## src/rtl/pipe_stage_regs.sv

```systemverilog
// ---------------------------------------------------------------------------
// pipe_stage_regs
//
// The three in-order pipeline boundary registers of the 16-bit CPU, kept
// together in one bank: IF/ID, ID/EX and EX/MEM. Each group captures its
// upstream combinational values on the rising edge of clk and presents them
// to the following stage for the next cycle.
//
// The groups are deliberately independent. ID/EX is fed by the external
// decoder and EX/MEM by the external ALU, so nothing chains internally from
// one group to the next. A synchronous reset turns every group into a bubble
// (all zeros): an all-zero instruction is a NOP, and wreg=0 means no write.
//
// Ports:
//   clk, rst                        clock (rising edge) and synchronous
//                                   active-high reset
//   if_pc, if_inst                  fetch-stage PC and instruction word
//   id_pc, id_inst                  registered PC / instruction to decode
//   id_aluop, id_alusel, id_reg1,
//   id_reg2, id_wd, id_wreg         decoder outputs feeding ID/EX
//   ex_aluop, ex_alusel, ex_reg1,
//   ex_reg2, ex_wd, ex_wreg         registered decode results to execute
//   ex_res_wd, ex_res_wreg,
//   ex_res_wdata                    execute-stage results feeding EX/MEM
//   mem_wd, mem_wreg, mem_wdata     registered execute results to MEM
// ---------------------------------------------------------------------------
module pipe_stage_regs #(
   parameter int DATA_W   = 16,
   parameter int INST_W   = 16,
   parameter int PC_W     = 16,
   parameter int RADDR_W  = 4,
   parameter int ALUOP_W  = 8,
   parameter int ALUSEL_W = 3
) (
   input  logic                clk,
   input  logic                rst,

   // IF/ID
   input  logic [PC_W-1:0]     if_pc,
   input  logic [INST_W-1:0]   if_inst,
   output logic [PC_W-1:0]     id_pc,
   output logic [INST_W-1:0]   id_inst,

   // ID/EX
   input  logic [ALUOP_W-1:0]  id_aluop,
   input  logic [ALUSEL_W-1:0] id_alusel,
   input  logic [DATA_W-1:0]   id_reg1,
   input  logic [DATA_W-1:0]   id_reg2,
   input  logic [RADDR_W-1:0]  id_wd,
   input  logic                id_wreg,
   output logic [ALUOP_W-1:0]  ex_aluop,
   output logic [ALUSEL_W-1:0] ex_alusel,
   output logic [DATA_W-1:0]   ex_reg1,
   output logic [DATA_W-1:0]   ex_reg2,
   output logic [RADDR_W-1:0]  ex_wd,
   output logic                ex_wreg,

   // EX/MEM
   input  logic [RADDR_W-1:0]  ex_res_wd,
   input  logic                ex_res_wreg,
   input  logic [DATA_W-1:0]   ex_res_wdata,
   output logic [RADDR_W-1:0]  mem_wd,
   output logic                mem_wreg,
   output logic [DATA_W-1:0]   mem_wdata
);

   logic [PC_W-1:0]     r_idPc;
   logic [INST_W-1:0]   r_idInst;

   logic [ALUOP_W-1:0]  r_exAluop;
   logic [ALUSEL_W-1:0] r_exAlusel;
   logic [DATA_W-1:0]   r_exReg1;
   logic [DATA_W-1:0]   r_exReg2;
   logic [RADDR_W-1:0]  r_exWd;
   logic                r_exWreg;

   logic [RADDR_W-1:0]  r_memWd;
   logic                r_memWreg;
   logic [DATA_W-1:0]   r_memWdata;

   // IF/ID boundary: capture the fetched PC and instruction word. Reset
   // loads a zero instruction, which decode treats as a NOP.
   always_ff @(posedge clk) begin
      if (rst) begin
         r_idPc   <= '0;
         r_idInst <= '0;
      end else begin
         r_idPc   <= if_pc;
         r_idInst <= if_inst;
      end
   end

   // ID/EX boundary: capture the decoded operation, operands and destination.
   // The destination address is latched even when wreg is low; only wreg
   // decides whether a write happens later, so no gating is needed here.
   always_ff @(posedge clk) begin
      if (rst) begin
         r_exAluop  <= '0;
         r_exAlusel <= '0;
         r_exReg1   <= '0;
         r_exReg2   <= '0;
         r_exWd     <= '0;
         r_exWreg   <= 1'b0;
      end else begin
         r_exAluop  <= id_aluop;
         r_exAlusel <= id_alusel;
         r_exReg1   <= id_reg1;
         r_exReg2   <= id_reg2;
         r_exWd     <= id_wd;
         r_exWreg   <= id_wreg;
      end
   end

   // EX/MEM boundary: capture the ALU result and its write-back target.
   // Like ID/EX, address and data travel regardless of the write enable.
   always_ff @(posedge clk) begin
      if (rst) begin
         r_memWd    <= '0;
         r_memWreg  <= 1'b0;
         r_memWdata <= '0;
      end else begin
         r_memWd    <= ex_res_wd;
         r_memWreg  <= ex_res_wreg;
         r_memWdata <= ex_res_wdata;
      end
   end

   // Outputs come straight from the registers, so no input reaches an output
   // without passing through a clock edge.
   assign id_pc     = r_idPc;
   assign id_inst   = r_idInst;

   assign ex_aluop  = r_exAluop;
   assign ex_alusel = r_exAlusel;
   assign ex_reg1   = r_exReg1;
   assign ex_reg2   = r_exReg2;
   assign ex_wd     = r_exWd;
   assign ex_wreg   = r_exWreg;

   assign mem_wd    = r_memWd;
   assign mem_wreg  = r_memWreg;
   assign mem_wdata = r_memWdata;

endmodule

```

## config.mk

```make
export PLATFORM = sky130hd
export DESIGN_NAME = pipe_stage_regs
export DESIGN_NICKNAME = d
export VERILOG_FILES = /design/src/rtl/pipe_stage_regs.sv
export SDC_FILE = /design/constraint.sdc
export NUM_CORES = 1
export LEC_CHECK = 0
export ABC_AREA = 1
export BUFFER_PORTS_ARGS = -buffer_cell sky130_fd_sc_hd__buf_4
export CORE_MARGIN = 1
export CORE_UTILIZATION = 40
export CTS_CLUSTER_DIAMETER = 40
export DETAILED_ROUTE_END_ITERATION = 16
export PLACE_DENSITY = 0.86
export SYNTH_ARGS = -nofsm -noshare
export SYNTH_HDL_FRONTEND = slang
export SYNTH_SLANG_ARGS = --single-unit
```

## constraint.sdc

```tcl
create_clock -name clk -period 0.8 [get_ports clk]
set_input_delay 0.12 -clock clk [delete_from_list [all_inputs] [get_ports clk]]
set_output_delay 0.12 -clock clk [all_outputs]
set_load 0.02 [all_outputs]
```

==> flow_metrics.env <==
export IMPL_post_route_worst_setup_slack_ps=-141
export IMPL_critical_path_peak_fanout=1
export IMPL_postSynth_topFlopCell="dfxtp_1"
export IMPL_total_wirelength_microns=11100
export IMPL_power_leakage_nw=3.24
export IMPL_post_synth_main_area_contributors="dfxtp_1 70%, inv_1 13%, nor2_1 13%"
export IMPL_gr_usage_all_layers=0.291
export IMPL_syn_cell_area_sq_um=2900
export IMPL_timing_final_max_slew_violations=0
export IMPL_pre_cts_ws_ps=122
export IMPL_cts_sink_count=101
export IMPL_timing_critical_path_buf_inv=1
export IMPL_areaGrowthSynthToFinish_pct=113
export IMPL_mappedNetlistNets=417
export IMPL_yosys_warnings=0
export IMPL_ys_seq_elements=101
export IMPL_master_of_the_slowest_instance_on_the_critical_path="dfxtp_2"
export IMPL_stdcell_area_sq_um=6170
export IMPL_drt_iter0_drc=41
export IMPL_crit_chain="buf_6"
export IMPL_switching_share=0.262
export IMPL_placeableCoreArea_sq_um=6910
export IMPL_detail_route_first_pass_iterations=4
export IMPL_internal_power_mw=7.72
export IMPL_die_height_microns=87.1
export IMPL_critical_path_max_stage_delay_ps=350
export IMPL_count_of_endpoints_failing_setup_in_the_final_report=101
export IMPL_tightest_slew_ps=190
export IMPL_synth_cells_most_frequent="101 x dfxtp_1, 101 x inv_1, 101 x nor2_1, 10 x buf_6, 1 x buf_2"
export IMPL_htree_num_levels=3
export IMPL_nets=724
export IMPL_synth_edf_count=0
export IMPL_fmax_mhz=1060
export IMPL_finalWeightedCongestion=0.674
export IMPL_initial_antenna_violation_count=1
export IMPL_port_buffer_count=203
export IMPL_slew_headroom=0.873
export IMPL_failing_checks="setup timing"
export IMPL_critPathRequiredTime_ps=680
export IMPL_grt_pass1_vias=3425
export IMPL_avgSynthCellArea_sq_um=9.23
export IMPL_multi_input_comb_area_sq_um=379
export IMPL_setup_worst_path_start_class="flop"
export IMPL_grt_pass1_wl_microns=16200
export IMPL_power_sequential_fraction=0.525
export IMPL_layout_filler_cells=279
export IMPL_regArea_sq_um=2150
export IMPL_fp_row_count=30
export IMPL_clock_root_buffer="clkbuf_8"
export IMPL_criticalPathCategory="flop to output port"
export IMPL_power_combinational_fraction=0.204
export IMPL_seq_total_area_yosys=0.698
export IMPL_power_share_clock=0.271
export IMPL_placed_cell_area_sq_um=4480
export IMPL_end_kind="output port"
export IMPL_cts_tree="built"
export IMPL_max_cap_viol_count=0
export IMPL_cp_top_family="flip-flops"
export IMPL_share_of_layout_cells_above_drive_strength_1=0.514
export IMPL_largest_net_degree_at_the_start_of_global_routing=41
export IMPL_cp_data_arrival_time_ps=820
export IMPL_hold_viol=0
export IMPL_post_cts_buffers=0
export IMPL_die_outline_area_sq_um=7590
export IMPL_synth_cells=314
export IMPL_min_path_type="primary input to flop"
export IMPL_drt_wirelength_per_cell_microns=15.3
export IMPL_final_hold_worst_slack_ps=193
export IMPL_detail_route_vias_per_cell=4.21
export IMPL_clk_path_buf_depth=2
export IMPL_cts_clk_slew_worst_paths_ps=100
export IMPL_peakVddDrop_mv=1.24
export IMPL_run_status="finished, violations left"
export IMPL_io_pins=204
export IMPL_power_density_nw_per_um2=1700
export IMPL_globalRoute_totalOverflow=0
export IMPL_async_reset_ff_frac=0
export IMPL_post_synth_num_cell_types=5
export IMPL_place_hpwl_microns=5260
export IMPL_synth_area_leader_cell="dfxtp_1"
export IMPL_grt_setup_unrepaired="true"
export IMPL_dr_total_vias=3039
export IMPL_final_min_clock_period_ps=941
export IMPL_tritoncts_num_buffers=9
export IMPL_drcViolationCount=0
export IMPL_initial_utilization=0.420
export IMPL_min_period_over_period=1.18
export IMPL_floorplan_die_width_microns=87.1
export IMPL_detail_route_antenna_nets=0
export IMPL_total_switching_power_mw=2.74
export IMPL_synth_top_area_frac=0.698
[cell type report]
class | instances | share of cell area
well taps | 96 | 0.0195
inverters | 101 | 0.0615
flip-flops and latches | 101 | 0.348
repair buffers | 307 | 0.482
multi-input cells | 101 | 0.0615
clock buffers | 10 | 0.0207
clock inverters | 5 | 0.00609
diodes | 1 | 0.000406
[what timing repair did]
action,4_1_cts,5_1_grt
setup endpoints to repair,101,101
resized for setup,201,1
hold buffers,101,0
endpoints found under the hold margin,101,0
cloned,0,0
[metrics by stage]
stage / std cells / power (mW) / util / TNS (ps)
final: 722 / 10.5 / 0.893 / -11850
after global routing: 722 / 10.8 / 0.893 / -14230
after CTS: 721 / 10.4 / 0.893 / -12640
after detailed placement: 605 / 6.97 / 0.649 / 0
after global placement: 605 / 6.93 / 0.649 / 0
after floorplan: 314 / 6.12 / - / 0
[cell families after synthesis]
family / Yosys count / share of synthesized area
simple gates: 101 / 0.131
flops: 101 / 0.698
buf+inv: 112 / 0.171
[power groups by stage]
| stage | Sequential (mW) | Combinational [mW] | Clock [mW] |
|---|---|---|---|
| after floorplan | 5.83 | 0.294 | 0 |
| after global placement | 5.48 | 1.45 | 0 |
| after detailed placement | 5.49 | 1.48 | 0 |
| after CTS | 5.47 | 2.05 | 2.85 |
| after global routing | 5.52 | 2.25 | 3.07 |
| final | 5.49 | 2.14 | 2.83 |
[metal layers]
metal | share of wire | vias to the layer above | track usage
met2 | 0.55 | 167 | 0.564
met5 | 0 | - | 0
met3 | 0.074 | 50 | 0.0815
li1 | - | 1448 | -
met4 | 0.054 | 0 | 0.195
met1 | 0.33 | 1374 | 0.260
[worst paths after layout]
kind / from / end / slack (ps) / cells after the start
hold / removal: rst / id_pc[5] / 190 / 3
setup / recovery: mem_wdata[9] / mem_wdata[9] / -140 / 1
[flip-flops by register name (all words and copies together), names as in the netlist, 3 cells and up]
| name | flops |
|---|---|
| ex_reg2 | 16 |
| mem_wdata | 16 |
| ex_aluop | 8 |
| ex_alusel | 3 |
| mem_wd | 4 |
| ex_wd | 4 |
| ex_reg1 | 16 |
| id_inst | 16 |
| id_pc | 16 |
[placed cells by master (no fill, tap or decap)]
cell type,n
nor2_1,101
buf_6,101
dfxtp_2,101
inv_1,101
clkbuf_8,9
buf_4,102
inv_6,1
buf_12,3
clkinv_2,1
dlygate4sd3_1,101
clkinvlp_4,2
clkbuf_1,1
diode_2,1
clkinv_4,1
Note: power is estimated with default switching activity, not from simulation.
